--- src/rtl/burst_read_capture.sv ---
// Captures Cellular RAM burst-read words (Mode == DPRead, WAIT low) into a first-word-fall-through FIFO.
// Define BURST_WAIT_TIMEOUT_EN to add a WAIT timeout that aborts the burst and pulses TimeoutErr.
module burst_read_capture #(
    parameter int unsigned BURST_LEN = 4,
    parameter int unsigned DEPTH     = 8
`ifdef BURST_WAIT_TIMEOUT_EN
    ,
    parameter int unsigned TIMEOUT   = 15
`endif
) (
    input  logic                       CLK,
    input  logic                       Reset,
    input  logic [2:0]                 Mode,
    input  logic                       ConWait,
    input  logic [15:0]                MemData,
    output logic [15:0]                DataOut,
    output logic                       DataValid,
    input  logic                       DataReady,
    output logic [$clog2(DEPTH+1)-1:0] Level,
    output logic                       Full,
    output logic                       BurstDone,
    output logic                       Aborted,
    output logic                       Overflow
`ifdef BURST_WAIT_TIMEOUT_EN
    ,
    output logic                       TimeoutErr
`endif
);

    localparam int unsigned PtrW = $clog2(DEPTH);
    localparam int unsigned LvlW = $clog2(DEPTH + 1);
    localparam int unsigned CntW = $clog2(BURST_LEN + 1);
    localparam logic [2:0]  DPRead = 3'b001;

    typedef enum logic [2:0] {
        Idle    = 3'b001,
        Capture = 3'b010,
        Done    = 3'b100
    } state_t;

    state_t            state, stateNext;
    logic [CntW-1:0]   wordCnt, cntNext;
    logic              isRead, pushReq, pop, wrEn, dropWord;
    logic              doneNext, abortNext;
    logic [PtrW-1:0]   wrPtr, rdPtr;
    logic [15:0]       mem [DEPTH];

`ifdef BURST_WAIT_TIMEOUT_EN
    localparam int unsigned WaitW = $clog2(TIMEOUT + 1);
    logic [WaitW-1:0]  waitCnt, waitNext;
    logic              timeoutNext;
`endif

    assign isRead = (Mode == DPRead);

    always_comb begin
        stateNext = state;
        cntNext   = wordCnt;
        pushReq   = 1'b0;
        doneNext  = 1'b0;
        abortNext = 1'b0;
`ifdef BURST_WAIT_TIMEOUT_EN
        waitNext    = '0;
        timeoutNext = 1'b0;
`endif
        case (state)
            // Idle and Capture share the push path so the first word can land on the entry cycle
            Idle, Capture: begin
                if (!isRead) begin
                    if (state == Capture) begin
                        stateNext = Idle;
                        cntNext   = '0;
                        abortNext = 1'b1;
                    end
                end else begin
                    stateNext = Capture;
                    if (!ConWait) begin
                        pushReq = 1'b1;
                        if (wordCnt == CntW'(BURST_LEN - 1)) begin
                            stateNext = Done;
                            cntNext   = '0;
                            doneNext  = 1'b1;
                        end else begin
                            cntNext = wordCnt + 1'b1;
                        end
                    end
`ifdef BURST_WAIT_TIMEOUT_EN
                    else if (state == Capture) begin
                        if (waitCnt == WaitW'(TIMEOUT - 1)) begin
                            stateNext   = Idle;
                            cntNext     = '0;
                            abortNext   = 1'b1;
                            timeoutNext = 1'b1;
                        end else begin
                            waitNext = waitCnt + 1'b1;
                        end
                    end
`endif
                end
            end
            Done: begin
                if (!isRead) stateNext = Idle;
            end
            default: stateNext = Idle;
        endcase
    end

    always_ff @(posedge CLK or posedge Reset) begin
        if (Reset) begin
            state     <= Idle;
            wordCnt   <= '0;
            BurstDone <= 1'b0;
            Aborted   <= 1'b0;
        end else begin
            state     <= stateNext;
            wordCnt   <= cntNext;
            BurstDone <= doneNext;
            Aborted   <= abortNext;
        end
    end

`ifdef BURST_WAIT_TIMEOUT_EN
    always_ff @(posedge CLK or posedge Reset) begin
        if (Reset) begin
            waitCnt    <= '0;
            TimeoutErr <= 1'b0;
        end else begin
            waitCnt    <= waitNext;
            TimeoutErr <= timeoutNext;
        end
    end
`endif

    // A full FIFO still accepts a push when the head leaves in the same cycle
    assign Full      = (Level == LvlW'(DEPTH));
    assign DataValid = (Level != '0);
    assign DataOut   = DataValid ? mem[rdPtr] : '0;
    assign pop       = DataValid && DataReady;
    assign wrEn      = pushReq && (!Full || pop);
    assign dropWord  = pushReq && Full && !pop;

    always_ff @(posedge CLK) begin
        if (wrEn) mem[wrPtr] <= MemData;
    end

    always_ff @(posedge CLK or posedge Reset) begin
        if (Reset) begin
            wrPtr    <= '0;
            rdPtr    <= '0;
            Level    <= '0;
            Overflow <= 1'b0;
        end else begin
            if (wrEn) wrPtr <= wrPtr + 1'b1;
            if (pop)  rdPtr <= rdPtr + 1'b1;
            case ({wrEn, pop})
                2'b10:   Level <= Level + 1'b1;
                2'b01:   Level <= Level - 1'b1;
                default: Level <= Level;
            endcase
            if (dropWord) Overflow <= 1'b1;
        end
    end

endmodule

--- config.mk ---
export PLATFORM = sky130hd
export DESIGN_NAME = burst_read_capture
export DESIGN_NICKNAME = d
export VERILOG_FILES = /design/src/rtl/burst_read_capture.sv
export SDC_FILE = /design/constraint.sdc
export NUM_CORES = 1
export LEC_CHECK = 0
export ABC_AREA = 1
export BUFFER_PORTS_ARGS = -buffer_cell sky130_fd_sc_hd__buf_2
export CORE_UTILIZATION = 60
export DETAILED_ROUTE_END_ITERATION = 7
export GPL_ROUTABILITY_DRIVEN = 0
export GPL_TIMING_DRIVEN = 1
export PLACE_DENSITY = 0.8
export SYNTH_ARGS = -nofsm -noshare
export SYNTH_HDL_FRONTEND = slang
export SYNTH_SLANG_ARGS = --single-unit
--- constraint.sdc ---
create_clock -name CLK -period 5.9 [get_ports CLK]
set_input_delay 0 -clock CLK [delete_from_list [all_inputs] [get_ports CLK]]
set_output_delay 0 -clock CLK [all_outputs]
set_load 0.005 [all_outputs]
==> flow_metrics.py <==
metrics = {
    "synthesis": {
        "yosysTopAreaCellShare": 0.648,
        "netlist_area_sq_mm": 0.00593,
        "synth_top_area_cell": "edfxtp_1",
        "syn_nets": 512,
        "ys_ff_latch": 147,
        "ys_warn_count": 0,
        "synthCells": 485,
        "syn_avg_cell_area_sq_um": 12.2,
        "synth_cell_types": 29,
        "synthTopCellsByArea": "edfxtp_1 (65%), dfrtp_1 (7.6%), o21ai_0 (7.3%)",
        "ys_seq_area_frac": 0.728,
    },
    "place": {
        "portBuffers": 47,
        "dp_hpwl_mm": 7.13,
        "dp_slack_ns": 3.39,
    },
    "die": {
        "core.rowCount": 35,
        "io-pin-count": 48,
        "start_util": 0.630,
        "die_y_microns": 101,
        "dieArea_sq_mm": 0.0103,
        "core_sq_mm": 0.00942,
        "die_x_microns": 101,
    },
    "critical_path": {
        "rr_worst_depth": 8,
        "startpoint_type": "flop",
        "worstReg2RegEnd": "mem[0][3]",
        "slowest_delay_ns": 0.87,
        "r2r_start": "state[0]",
        "reg2reg_slack_ns": 3.36,
        "worstSetupEndpointType": "primary output",
        "slowest_stage": "inv_1",
        "worstPathRequired_ns": 5.90,
        "cp.arrival_ns": 3.04,
        "crit_top_cell": "o21ai_0",
        "worstPathCellList": "buf_4, inv_1, o21ai_0, o22ai_1, o21ai_0, a31oi_1, buf_2",
        "worst-setup-path-type": "flop to primary output",
        "crit_fanout": 34,
    },
    "global_route": {
        "grt_first_pass_wirelength_mm": 20.1,
        "gr-usage-all-layers": 0.270,
        "antenna_found_initial": 0,
        "overflow": 0,
        "grt_pass1_vias": 4037,
        "grt_max_degree": 66,
    },
    "clock_tree": {
        "cts_resized": 0,
        "cts_buffers": 17,
        "cts_htree_levels": 4,
        "cts_buffer_depth": 2,
        "cts_setup_buffers": 0,
        "clk_latency_ns": 0.52,
        "path_clk_slew_ns": 0.06,
        "clock-sinks": 147,
        "root_buffer": "clkbuf_8",
        "cts_tree": "done",
        "cts_hold_buf": 22,
    },
    "final_layout": {
        "n_antenna_cell": 0,
        "final_common_cell": "edfxtp_1",
        "layout_common_cells": "edfxtp_1 (128), nor2_1 (103), o21ai_0 (86)",
        "final_util": 0.762,
        "multi_input_comb_area_sq_mm": 0.00146,
        "seqCellArea_sq_mm": 0.00432,
        "drive_gt1_frac": 0.195,
        "nets": 587,
        "nFillCells": 591,
        "syn_to_final_growth_pct": 20.8,
    },
    "sta": {
        "fmax_mhz": 329,
        "fin_crit_sh": 0.515,
        "slew_headroom": 0.245,
        "period_needed_ns": 3.04,
        "tightest_slew_ns": 1.13,
        "hold_violations": 0,
        "clock_skew_ns": 0.00708,
        "worst_slack_ns": 2.86,
        "setup_viol": 0,
        "finalMaxSlewViolations": 0,
        "tns_ns": 0,
        "grt_setup_unrepaired": "false",
    },
    "route": {
        "viasPerCell": 5.74,
        "num_vias": 4026,
        "ant_nets": 0,
        "firstDrtPassIters": 4,
        "drtIter0Drc": 286,
        "drc": 0,
        "wire_per_inst_microns": 18.2,
        "route.final.wire_length_mm": 12.8,
    },
    "flow_run": {
        "max_cap_viol_count": 0,
    },
    "run_status": {
        "outcome": "finished, final reports clean",
    },
    "power": {
        "total_leakage_power_nw": 2.65,
        "ir_worst_vdd_uv": 235,
        "power_density_mw_per_mm2": 458,
    },
    "min_path": {
        "hp-class": "input pin to asynchronous set/reset pin",
    },
}
## final cells by class
cell class	count	area share
Clock buffer	18	0.0583
Clock inverter	14	0.0248
Inverter	24	0.0126
Multi-Input combinational cell	290	0.204
Sequential cell	147	0.603
Tap cell	129	0.0225
Timing Repair Buffer	80	0.0750
## where the power goes
group	switching (mW)	internal (mW)
logic	0.634	0.342
clock network	0.422	0.651
registers	0.0479	1.19
total	1.10	2.18
## sequential cells by signal, summed over array words and instances (netlist names)
name,count
Aborted,1
BurstDone,1
Level,4
Overflow,1
mem,128
rdPtr,3
state,3
wordCnt,3
wrPtr,3
## synthesized netlist by cell type (all sizes together)
library cell,number
edfxtp,128
nor2,106
o21ai,87
nand2,29
inv,24
dfrtp,18
a31oi,16
clkbuf,16
o22ai,16
nand3,10
buf,8
nor3,8
ha,4
xor2,4
nand4,3
a21oi,2
or2,2
a21boi,1
a31o,1
dfstp,1
nor4,1
## cell families after synthesis
family,Yosys count,share of synthesized area
simple gates,159,0.114
flops,147,0.728
compound gates,123,0.112
buf+inv,48,0.0320
xor+xnor,4,0.00590
fa+ha+maj,4,0.00843
## layer usage
layer	vias up	track usage	part of all wire
met4	0	0.143	0.022
met2	175	0.435	0.50
met3	31	0.0531	0.063
met1	1927	0.353	0.41
met5	-	0	0
li1	1893	-	-
## how the worst max path moves through the flow
stage	start	to	slack, ns	depth (start not counted)
final	rdPtr[1]	DataOut[1]	2.86	7
after global routing	rdPtr[1]	DataOut[10]	2.65	7
after CTS	rdPtr[1]	DataOut[5]	2.87	7
after detailed placement	state[0]	mem[0][7]	3.39	8
after global placement	state[0]	mem[0][7]	3.46	8
after floorplan	state[0]	mem[0][0]	3.11	7
## stage by stage
step                std cells  power [mW]  cell area, sq um  hold slack (ns)
floorplan                 485        1.88              5930          -0.0496
global placement          648        2.17              6350            0.144
detailed placement        648        2.20              6350            0.160
CTS                       702        3.29              7170            0.155
global route              702        3.46              7170            0.199
finish                    702        3.28              7170            0.136
## critical path, delay by kind of cell (launching register included)
kind	cells	cell delay, ns
AOI/OAI and AO/OA	4	0.85
buffers and inverters	3	1.29
DFF	1	0.37
(Power assumes the default switching activity.)
